==> src/rtl/drive_pkg.sv <==
`default_nettype none
// ============================================================================
// Module      : drive_pkg
// Description : Shared definitions for the junction sequencer: tone direction
//               codes, sequencer state encoding, H-bridge drive patterns and
//               counter widths.
// Revision    : 1.0 - initial release
// ============================================================================
package drive_pkg;

  // Direction carried by a tone command (tdDir)
  typedef enum logic [1:0] {
    DIR_STRAIGHT = 2'b00,
    DIR_LEFT     = 2'b01,
    DIR_RIGHT    = 2'b10,
    DIR_BACK     = 2'b11
  } dir_e;

  // Sequencer states
  typedef enum logic [2:0] {
    ST_IDLE   = 3'd0,
    ST_CLEAR  = 3'd1,
    ST_TURN   = 3'd2,
    ST_SETTLE = 3'd3,
    ST_DONE   = 3'd4,
    ST_PAUSE  = 3'd5,
    ST_FAULT  = 3'd6
  } state_e;

  // H-bridge input patterns {In1,In2,In3,In4}
  localparam logic [3:0] HB_FWD     = 4'b0110;
  localparam logic [3:0] HB_PIVOT_L = 4'b1010;
  localparam logic [3:0] HB_PIVOT_R = 4'b0101;
  localparam logic [3:0] HB_STOP    = 4'b0000;

  localparam int unsigned CNT_W  = 12;
  localparam int unsigned WDOG_W = 26;

endpackage : drive_pkg
`default_nettype wire

==> src/rtl/pulse_sync_edge.sv <==
`default_nettype none
// ============================================================================
// Module      : pulse_sync_edge
// Description : Two-flop synchroniser for a raw asynchronous encoder pulse,
//               followed by a rising-edge detector. rise_o is high for one
//               cycle, two clocks after the raw edge, so a counter fed by it
//               updates on the third clock edge.
// Ports       : clk     - system clock
//               rst     - asynchronous active-high reset
//               pulse_i - raw asynchronous pulse
//               rise_o  - one-cycle rising-edge strobe
// Revision    : 1.0 - initial release
// ============================================================================
module pulse_sync_edge (
  input  logic clk,
  input  logic rst,
  input  logic pulse_i,
  output logic rise_o
);

  // [0],[1] synchroniser, [2] previous synchronised value for edge detect.
  // All cleared by reset so no spurious edge follows reset release.
  logic [2:0] sync_q;

  always_ff @(posedge clk or posedge rst) begin
    if (rst) begin
      sync_q <= 3'b000;
    end else begin
      sync_q <= {sync_q[1:0], pulse_i};
    end
  end

  assign rise_o = sync_q[1] & ~sync_q[2];

endmodule : pulse_sync_edge
`default_nettype wire

==> src/rtl/junction_sequencer.sv <==
`default_nettype none
// ============================================================================
// Module      : junction_sequencer
// Description : Drives the robot across a junction on a tone command: straight
//               to the junction centre (CLEAR), optional pivot (TURN), a stopped
//               settle period (SETTLE) and a one-cycle completion (DONE).
//               Collision pauses the active phase; counters are held.
// Config      : `define JSEQ_TIMEOUT_EN adds a pulse watchdog that latches a
//               FAULT state (err=1) when no pulse is counted for
//               TIMEOUT_CYCLES cycles in CLEAR/TURN. Undefined: err tied 0.
// Ports       : clk, rst               - clock, async active-high reset
//               tdEn, tdDir            - tone command valid / direction
//               shaftPulseL/R          - raw encoder pulses
//               colDetect              - collision present
//               fullPwm                - full-speed PWM waveform
//               hbEnA, hbEnB, hbIn     - H-bridge enables and inputs
//               busy, done, err        - status
// Revision    : 1.0 - initial release
// ============================================================================
module junction_sequencer
  import drive_pkg::*;
#(
  parameter int unsigned PULSES_CLEAR   = 40,
  parameter int unsigned PULSES_90      = 60,
  parameter int unsigned PULSES_180     = 120,
  parameter int unsigned SETTLE_CYCLES  = 5_000_000,
  parameter int unsigned TIMEOUT_CYCLES = 50_000_000
) (
  input  logic       clk,
  input  logic       rst,
  input  logic       tdEn,
  input  logic [1:0] tdDir,
  input  logic       shaftPulseL,
  input  logic       shaftPulseR,
  input  logic       colDetect,
  input  logic       fullPwm,
  output logic       hbEnA,
  output logic       hbEnB,
  output logic [3:0] hbIn,
  output logic       busy,
  output logic       done,
  output logic       err
);

  localparam int unsigned SETTLE_W = (SETTLE_CYCLES > 2) ? $clog2(SETTLE_CYCLES) : 1;
  localparam logic [SETTLE_W-1:0] SETTLE_LAST =
    SETTLE_W'((SETTLE_CYCLES > 0) ? SETTLE_CYCLES - 1 : 0);

  state_e              state_q,  state_d;
  state_e              resume_q, resume_d;   // phase to return to after PAUSE
  dir_e                dir_q,    dir_d;
  logic [CNT_W-1:0]    count_q,  count_d;
  logic [SETTLE_W-1:0] settle_q, settle_d;

  logic             w_rise_l, w_rise_r;
  logic             w_pulse;
  logic [CNT_W-1:0] w_target;
  logic [CNT_W-1:0] w_count_inc;

  pulse_sync_edge u_sync_l (.clk(clk), .rst(rst), .pulse_i(shaftPulseL), .rise_o(w_rise_l));
  pulse_sync_edge u_sync_r (.clk(clk), .rst(rst), .pulse_i(shaftPulseR), .rise_o(w_rise_r));

  // A LEFT pivot is measured on the right (outer) wheel; everything else on the left
  assign w_pulse  = (state_q == ST_TURN && dir_q == DIR_LEFT) ? w_rise_r : w_rise_l;
  assign w_target = (state_q == ST_CLEAR) ? CNT_W'(PULSES_CLEAR) :
                    (dir_q == DIR_BACK)   ? CNT_W'(PULSES_180)   : CNT_W'(PULSES_90);
  // Exit compares the count including this cycle's pulse, so a target of 0
  // leaves after one cycle and the completing pulse is acted on immediately.
  assign w_count_inc = count_q + {{(CNT_W-1){1'b0}}, w_pulse};

`ifdef JSEQ_TIMEOUT_EN
  logic [WDOG_W-1:0] wdog_q, wdog_d;
`endif

  always_ff @(posedge clk or posedge rst) begin
    if (rst) begin
      state_q  <= ST_IDLE;
      resume_q <= ST_CLEAR;
      dir_q    <= DIR_STRAIGHT;
      count_q  <= '0;
      settle_q <= '0;
`ifdef JSEQ_TIMEOUT_EN
      wdog_q   <= '0;
`endif
    end else begin
      state_q  <= state_d;
      resume_q <= resume_d;
      dir_q    <= dir_d;
      count_q  <= count_d;
      settle_q <= settle_d;
`ifdef JSEQ_TIMEOUT_EN
      wdog_q   <= wdog_d;
`endif
    end
  end

  always_comb begin
    state_d  = state_q;
    resume_d = resume_q;
    dir_d    = dir_q;
    count_d  = count_q;
    settle_d = '0;
    hbIn     = HB_STOP;
    hbEnA    = 1'b0;
    hbEnB    = 1'b0;
    busy     = (state_q != ST_IDLE);
    done     = 1'b0;
    err      = 1'b0;

    case (state_q)
      ST_IDLE: begin
        if (tdEn) begin
          dir_d   = dir_e'(tdDir);
          count_d = '0;
          state_d = ST_CLEAR;
        end
      end

      ST_CLEAR, ST_TURN: begin
        if (state_q == ST_CLEAR)      hbIn = HB_FWD;
        else if (dir_q == DIR_LEFT)   hbIn = HB_PIVOT_L;
        else                          hbIn = HB_PIVOT_R;
        hbEnA   = fullPwm;
        hbEnB   = fullPwm;
        count_d = w_count_inc;
        // Collision wins over phase completion; the pulse is still counted
        // and the resumed phase re-evaluates the target.
        if (colDetect) begin
          state_d  = ST_PAUSE;
          resume_d = state_q;
        end else if (w_count_inc == w_target) begin
          if (state_q == ST_TURN) begin
            state_d = ST_SETTLE;
          end else if (dir_q == DIR_STRAIGHT) begin
            state_d = ST_DONE;
          end else begin
            state_d = ST_TURN;
            count_d = '0;
          end
        end
`ifdef JSEQ_TIMEOUT_EN
        else if (!w_pulse && wdog_q == WDOG_W'(TIMEOUT_CYCLES - 1)) begin
          state_d = ST_FAULT;
        end
`endif
      end

      ST_SETTLE: begin
        if (settle_q == SETTLE_LAST) state_d = ST_DONE;
        else                         settle_d = settle_q + 1'b1;
      end

      ST_DONE: begin
        done    = 1'b1;
        state_d = ST_IDLE;
      end

      ST_PAUSE: begin
        if (!colDetect) state_d = resume_q;
      end

`ifdef JSEQ_TIMEOUT_EN
      ST_FAULT: begin
        err = 1'b1;
      end
`endif

      default: state_d = ST_IDLE;
    endcase
  end

`ifdef JSEQ_TIMEOUT_EN
  // Runs only while staying in an active phase; any counted pulse, phase
  // change or other state restarts it from zero.
  always_comb begin
    wdog_d = '0;
    if ((state_q == ST_CLEAR || state_q == ST_TURN) && state_d == state_q && !w_pulse)
      wdog_d = wdog_q + 1'b1;
  end
`endif

endmodule : junction_sequencer
`default_nettype wire

==> config.mk <==
export PLATFORM = sky130hd
export DESIGN_NAME = junction_sequencer
export DESIGN_NICKNAME = d
export VERILOG_FILES = /design/src/rtl/drive_pkg.sv /design/src/rtl/pulse_sync_edge.sv /design/src/rtl/junction_sequencer.sv
export SDC_FILE = /design/constraint.sdc
export NUM_CORES = 1
export LEC_CHECK = 0
export ABC_AREA = 0
export ABC_CLOCK_PERIOD_IN_PS = 2930
export CELL_PAD_IN_SITES_DETAIL_PLACEMENT = 0
export CELL_PAD_IN_SITES_GLOBAL_PLACEMENT = 1
export CORE_MARGIN = 8
export CORE_UTILIZATION = 40
export DETAILED_ROUTE_END_ITERATION = 16
export PLACE_DENSITY_LB_ADDON = 0.1
export SLEW_MARGIN = 20
export SYNTH_ARGS = -nofsm -noshare
export SYNTH_HDL_FRONTEND = slang
export SYNTH_SLANG_ARGS = --single-unit
==> constraint.sdc <==
create_clock -name clk -period 2.93 [get_ports clk]
set_input_delay 0.4395 -clock clk [delete_from_list [all_inputs] [get_ports clk]]
set_output_delay 0.4395 -clock clk [all_outputs]
set_load 0.05 [all_outputs]
# After elaboration in Yosys (flattened, before gate mapping)
# Cells that the tools add are included.
word_totals:
  ramBits: 0
  latchBits: 0
  memories: 0
  in_bits: 9
  romBits: 0
  ff_bits: 49
  elab_cells: 58
classes:
  n_div: 0
  n_bitwise: 4
  n_eq_ne: 12
  n_addsub: 2
  multipliers: 0
  magnitude_cmp: 0
  shift: 0
  reduce_logical: 9
  n_mux: 24
ops:
  columns: ["operator", "count"]
  rows:
  - ["$mux 12", 5]
  - ["$mux 23", 2]
  - ["$pmux 12 s2", 1]
  - ["$add 23x1->23 const B", 1]
  - ["$eq 23x23->1 const B", 1]
  - ["$mux 3", 7]
  - ["$mux 7", 2]
  - ["$add 12x1->12", 1]
  - ["$eq 12x7->1", 1]
  - ["$mux 4", 3]
  - ["$pmux 3 s4", 1]
  - ["$eq 3x2->1 const B", 2]
  - ["$eq 3x3->1 const B", 2]
  - ["$ne 2x2->1 const B", 2]
  - ["$reduce_and 2->1", 2]
  - ["$eq 3x1->1 const B", 1]
  - ["$logic_not 3->1", 1]
  - ["$mux 1", 3]
  - ["$ne 3x3->1 const B", 1]
  - ["$reduce_and 3->1", 1]
  - ["$reduce_bool 3->1", 1]
  - ["$and 1x1->1", 2]
  - ["$eq 2x1->1 const B", 1]
  - ["$eq 2x2->1 const B", 1]
  - ["other kinds (5)", 6]

# Logic depth before layout (Yosys ltp)
logic_depth:
  depth_word: 9
  depth_mapped: 13

# Modules after synthesis
# From an unflattened synthesis, not the netlist that was laid out.
hier_totals:
  hier_cells: 278
  area_unflattened_um2: 2618.8
by_module_without_submodules:
  columns: ["mod", "area_each_um2", "seq_area_each_um2", "cells_each", "n_inst"]
  rows:
  - ["junction_sequencer", 2433.6, 1077.3, 268, 1]
  - ["pulse_sync_edge", 92.6, 75.1, 5, 2]

# Least setup slack after synthesis
# Ideal clock, no wire load.
synth_path:
  kind: "reg-to-reg"
  startpoint: "register state_q[2]"
  endpoint: "register state_q[0]"
  synth_period_minus_slack_ps: 3021
  t_arrival_ps: 2893
  slack_ps: -91
  setup_ps: 128
  stages_incl_launch_ff: 13
  t_required_ps: 2802
  cell_sequence: "dfrtp_1 -> clkbuf_8 -> nor2_1 -> nand3_1 -> o21ai_0 -> ha_1 -> ha_1 -> nand3_1 -> xnor2_1 -> nor4b_2 -> nor4b_2 -> a211oi_2 -> mux2_1"
synth_between:
  elab_chain_cells: 7
  elab_cells_between_ends: 19
  classes_between: "add/sub (1); eq/ne (8); mux (6); reduce/logical (4)"
synth_rtl:
  columns: ["item", "line_no", "rtl"]
  rows:
  - ["start: declaration", "junction_sequencer.sv:49", "state_e state_q, state_d;"]
  - ["start signal: assignment", "junction_sequencer.sv:86", "state_q <= state_d;"]
  - ["$eq 3x2->1", "junction_sequencer.sv:64, junction_sequencer.sv:110, junction_sequencer.sv:132", null]
  - ["$logic_and 1x1->1", "junction_sequencer.sv:64", "assign w_pulse = (state_q == ST_TURN && dir_q == DIR_LEFT) ? w_rise_r : w_rise_l;"]
  - ["$mux 1", "junction_sequencer.sv:64", null]
  - ["$add 12x1->12", "junction_sequencer.sv:69", "assign w_count_inc = count_q + {{(CNT_W-1){1'b0}}, w_pulse};"]
  - ["$eq 12x7->1", "junction_sequencer.sv:131", "end else if (w_count_inc == w_target) begin"]
  - ["$ne 3x3->1 (no line)", null, null]
  - ["$reduce_and 3->1 (no line)", null, null]
# Parallel ways exist; a longest one is shown, timed or not. The select of a mux whose other input is x is not followed.
# A chain may end at the register's enable or synchronous reset.

# Final worst setup path
layout_path:
  startpoint: "register dir_q[1]"
  endpoint: "register state_q[1]"
layout_between:
  elab_chain_cells: 7
  elab_cells_between_ends: 16
  classes_between: "add/sub (1); eq/ne (4); mux (8); reduce/logical (3)"
layout_rtl:
  columns: ["item", "line_no", "rtl"]
  rows:
  - ["start: declaration", "junction_sequencer.sv:51", "dir_e dir_q, dir_d;"]
  - ["start signal: assignment", "junction_sequencer.sv:88", "dir_q <= dir_d;"]
  - ["$eq 2x1->1", "junction_sequencer.sv:64", null]
  - ["$logic_and 1x1->1", "junction_sequencer.sv:64", null]
  - ["$mux 1", "junction_sequencer.sv:64", null]
  - ["$add 12x1->12", "junction_sequencer.sv:69", null]
  - ["$eq 12x7->1", "junction_sequencer.sv:131", null]
  - ["$ne 3x3->1 (no line)", null, null]
  - ["$reduce_and 3->1 (no line)", null, null]
# Parallel ways exist; a longest one is shown, timed or not. The select of a mux whose other input is x is not followed.

==> flow_metrics.py <==
metrics = {
    "cells_and_area": {
        "antenna_cells": 0,
        "design_area_sq_mm": 0.00334,
        "nets": 331,
        "area.growth.synth_to_final_pct": 21.2,
        "fin_util": 0.497,
        "layout_common_cells": "48 x dfrtp_1, 38 x nor2_1, 22 x buf_4, 20 x nand2_1, 18 x o21ai_0",
        "layout-drive-gt1-share": 0.210,
        "final_common_cell": "dfrtp_1",
    },
    "yosys": {
        "synthCells": 285,
        "synthDistinctLibCells": 58,
        "syn_area_sq_mm": 0.00276,
        "synth.net_count": 298,
        "synthFlopType": "dfrtp_1",
        "async_reset_ff_frac": 1.00,
        "synth_warnings": 0,
        "ys_seq_area_frac": 0.446,
        "postSynthAreaPerCell_sq_um": 9.67,
        "synth_seq_cells": 49,
        "synth_edf_count": 0,
    },
    "placement": {
        "place_congestion": 0.815,
        "dp.final_hpwl_um": 4580,
        "place_ws_ps": -57.9,
        "portBuffers": 16,
        "post_dp_cell_area_sq_mm": 0.00310,
    },
    "timing": {
        "finalMaxSlewViolations": 0,
        "fin_crit_sh": 0.974,
        "max_freq_ghz": 0.350,
        "final-setup-viol-count": 0,
        "relSlewSlack": 0.620,
        "finalWorstPathRequiredPeriod_ps": 2850,
        "setup_ws_ps": 76.4,
        "finalHoldViolations": 0,
        "fin_skew_ps": 11.4,
        "tightestPinTransition_ps": 564,
        "rsz0062_at_grt": "true",
    },
    "grt": {
        "grt-busiest-layer": "met2",
        "grt_pass1_vias": 2079,
        "grt_max_degree": 24,
        "use_met1": 0.184,
        "grt_use_total": 0.136,
        "grt_pass1_wl_um": 10700,
        "antenna_found_initial": 0,
        "met2_usage": 0.212,
        "grt_use_met3": 0.0282,
        "grt.overflow.total": 0,
    },
    "critical_path": {
        "worstSetupEndpoint": "state_q[1]",
        "crit_path_start_kind": "flop",
        "rrSetupSlack_ps": 80,
        "cp.arrival_ps": 3060,
        "worstSetupPathType": "flop to flop",
        "crit_cells": 11,
        "cp_max_fo": 4,
        "path_delay_family": "simple AND/OR/NAND/NOR gates",
        "regToRegEndpoint": "state_q[1]",
        "worstPathCellList": "nor2b_2 -> nand3_2 -> o21ai_2 -> ha_4 -> buf_6 -> nand4_4 -> or3_1 -> a221oi_2 -> nand3b_1 -> a211oi_4 -> mux2_4",
        "crit_slowest_cell": "dfrtp_1",
        "crit_required_ps": 3130,
        "cp-end-kind": "flop",
        "slowest_delay_ps": 390,
        "cp-startpoint": "dir_q[1]",
        "rr_startpoint": "dir_q[1]",
        "path_buf_inv": 1,
        "rr_worst_depth": 11,
    },
    "pwr": {
        "p_leak_nw": 1.37,
        "p_int_mw": 1.60,
        "peakVddDrop_v": 0.000305,
        "pwr-share-comb": 0.486,
        "p_switching_mw": 1.09,
        "p_clk_frac": 0.184,
        "total_power_mw": 2.69,
        "seq_power_share": 0.330,
        "switching_share": 0.404,
        "p_per_area_mw_per_mm2": 805,
    },
    "die": {
        "initial_utilization": 0.410,
        "io_pins": 18,
        "fp.dieW_um": 99.0,
        "row_count": 30,
        "die_h_um": 99.0,
        "core_region_area_sq_mm": 0.00672,
        "dieArea_sq_mm": 0.00980,
    },
    "cts": {
        "cts_sinks": 49,
        "cts_tree": "built",
        "clk_path_buf_depth": 2,
        "clockRootBuffer": "clkbuf_8",
        "path_clk_slew_ps": 100,
        "holdBufCountCts": 0,
        "cts_made_buffers": 5,
        "htreeDepth": 2,
        "clock_latency_ps": 310,
    },
    "detailed_routing": {
        "via_per_inst": 5.29,
        "drt.antenna.violating_nets": 0,
        "wirelength_um": 6240,
        "wl_per_cell_um": 15.6,
        "dr_total_vias": 2112,
        "first_pass_iters": 4,
        "drc": 0,
        "first_iter_violations": 99,
    },
    "worst_hold_path": {
        "hold_path_class": "flop to flop",
    },
    "status": {
        "status": "completed",
    },
    "run": {
        "max_cap_violations": 0,
    },
}
## what timing repair did
action | in CTS | in global routing
buffers inserted | 2 | 2
pin swaps | 6 | 8
resized for setup | 6 | 10
cloned | 0 | 0
endpoints found under the hold margin | 0 | 0
endpoints found under the setup margin | 2 | 3
## registers in the layout, summed over array words and instances, names as in the netlist
register	count
u_sync_r.sync_q	3
u_sync_l.sync_q	3
state_q	3
resume_q	3
dir_q	2
count_q	12
settle_q	23
## power groups by stage
stage | Sequential, mW | Combinational, mW | Clock, mW
2_1_floorplan | 0.855 | 0.856 | 0
6_report | 0.886 | 1.31 | 0.495
3_3_place_gp | 0.883 | 1.18 | 0
3_5_place_dp | 0.884 | 1.18 | 0
5_1_grt | 0.900 | 1.42 | 0.528
4_1_cts | 0.877 | 1.23 | 0.513
## cells in the mapped netlist, types with 3 or more instances
| master | count | area [sq um] |
|---|---|---|
| and2_1 | 5 | 31.3 |
| nand4_1 | 6 | 37.5 |
| xnor2_1 | 13 | 114 |
| clkbuf_1 | 4 | 15.0 |
| inv_1 | 8 | 30.0 |
| clkbuf_8 | 3 | 41.3 |
| and4_1 | 4 | 35.0 |
| nor3_1 | 5 | 25.0 |
| nor4b_1 | 3 | 26.3 |
| nor2_1 | 39 | 146 |
| o21ai_0 | 19 | 95.1 |
| a31oi_1 | 4 | 25.0 |
| mux2_2 | 4 | 45.0 |
| nor4_1 | 5 | 31.3 |
| ha_1 | 4 | 50.1 |
| o21a_1 | 3 | 22.5 |
| xor2_1 | 10 | 87.6 |
| nand3_1 | 14 | 70.1 |
| a21oi_1 | 7 | 35.0 |
| nor4b_2 | 3 | 45.0 |
| nand2_1 | 20 | 75.1 |
| dfrtp_1 | 48 | 1200 |
| nand2b_1 | 3 | 18.8 |
| and3_1 | 7 | 43.8 |
| buf_4 | 3 | 22.5 |
## cell type report
class,count,area [sq um]
Fill cell,624,3380
Tap cell,80,100
Timing Repair Buffer,39,357
Clock buffer,6,72.6
Inverter,8,30.0
Clock inverter,2,38.8
Sequential cell,49,1230
Multi-Input combinational cell,215,1510
## per-stage QoR
step / setup TNS [ps] / hold slack (ps) / cells
5_1_grt: -89.8 / 367 / 399
4_1_cts: 0 / 358 / 397
3_3_place_gp: 0 / 333 / 387
6_report: 0 / 354 / 399
3_5_place_dp: -112 / 336 / 387
2_1_floorplan: 0 / 331 / 285
## worst min-delay path by stage
| stage | start | endpoint | cells past startpoint |
|---|---|---|---|
| after floorplan | u_sync_l.sync_q[0] | u_sync_l.sync_q[1] | 0 |
| after global placement | u_sync_l.sync_q[0] | u_sync_l.sync_q[1] | 0 |
| after detailed placement | u_sync_r.sync_q[0] | u_sync_r.sync_q[1] | 0 |
| after CTS | u_sync_r.sync_q[0] | u_sync_r.sync_q[1] | 0 |
| after global routing | u_sync_r.sync_q[0] | u_sync_r.sync_q[1] | 0 |
| final | u_sync_r.sync_q[0] | u_sync_r.sync_q[1] | 0 |
## layer usage
layer	vias up	part of all wire
li1	1076	-
met1	1009	0.49
met2	21	0.47
met3	6	0.026
met4	0	0.011
met5	-	0
## cell families (layout without fill, tap and decap cells)
kind of cell	count (synthesis)	after routing	share of synthesized area
compound gates	50	50	0.118
xor+xnor	23	23	0.0731
fa+ha+maj	4	4	0.0182
buf+inv	21	55	0.0495
flops	49	49	0.446
mux	7	7	0.0282
other cells	1	1	0.00136
simple gates	130	130	0.267
## worst register-to-register path, stage by stage (launching register included)
cell and delay [ps]:
dfrtp_1 390, nor2b_2 160, nand3_2 130, o21ai_2 200
ha_4 190, buf_6 110, nand4_4 100, or3_1 340
a221oi_2 280, nand3b_1 200, a211oi_4 320, mux2_4 330
(Power assumes the default switching activity.)
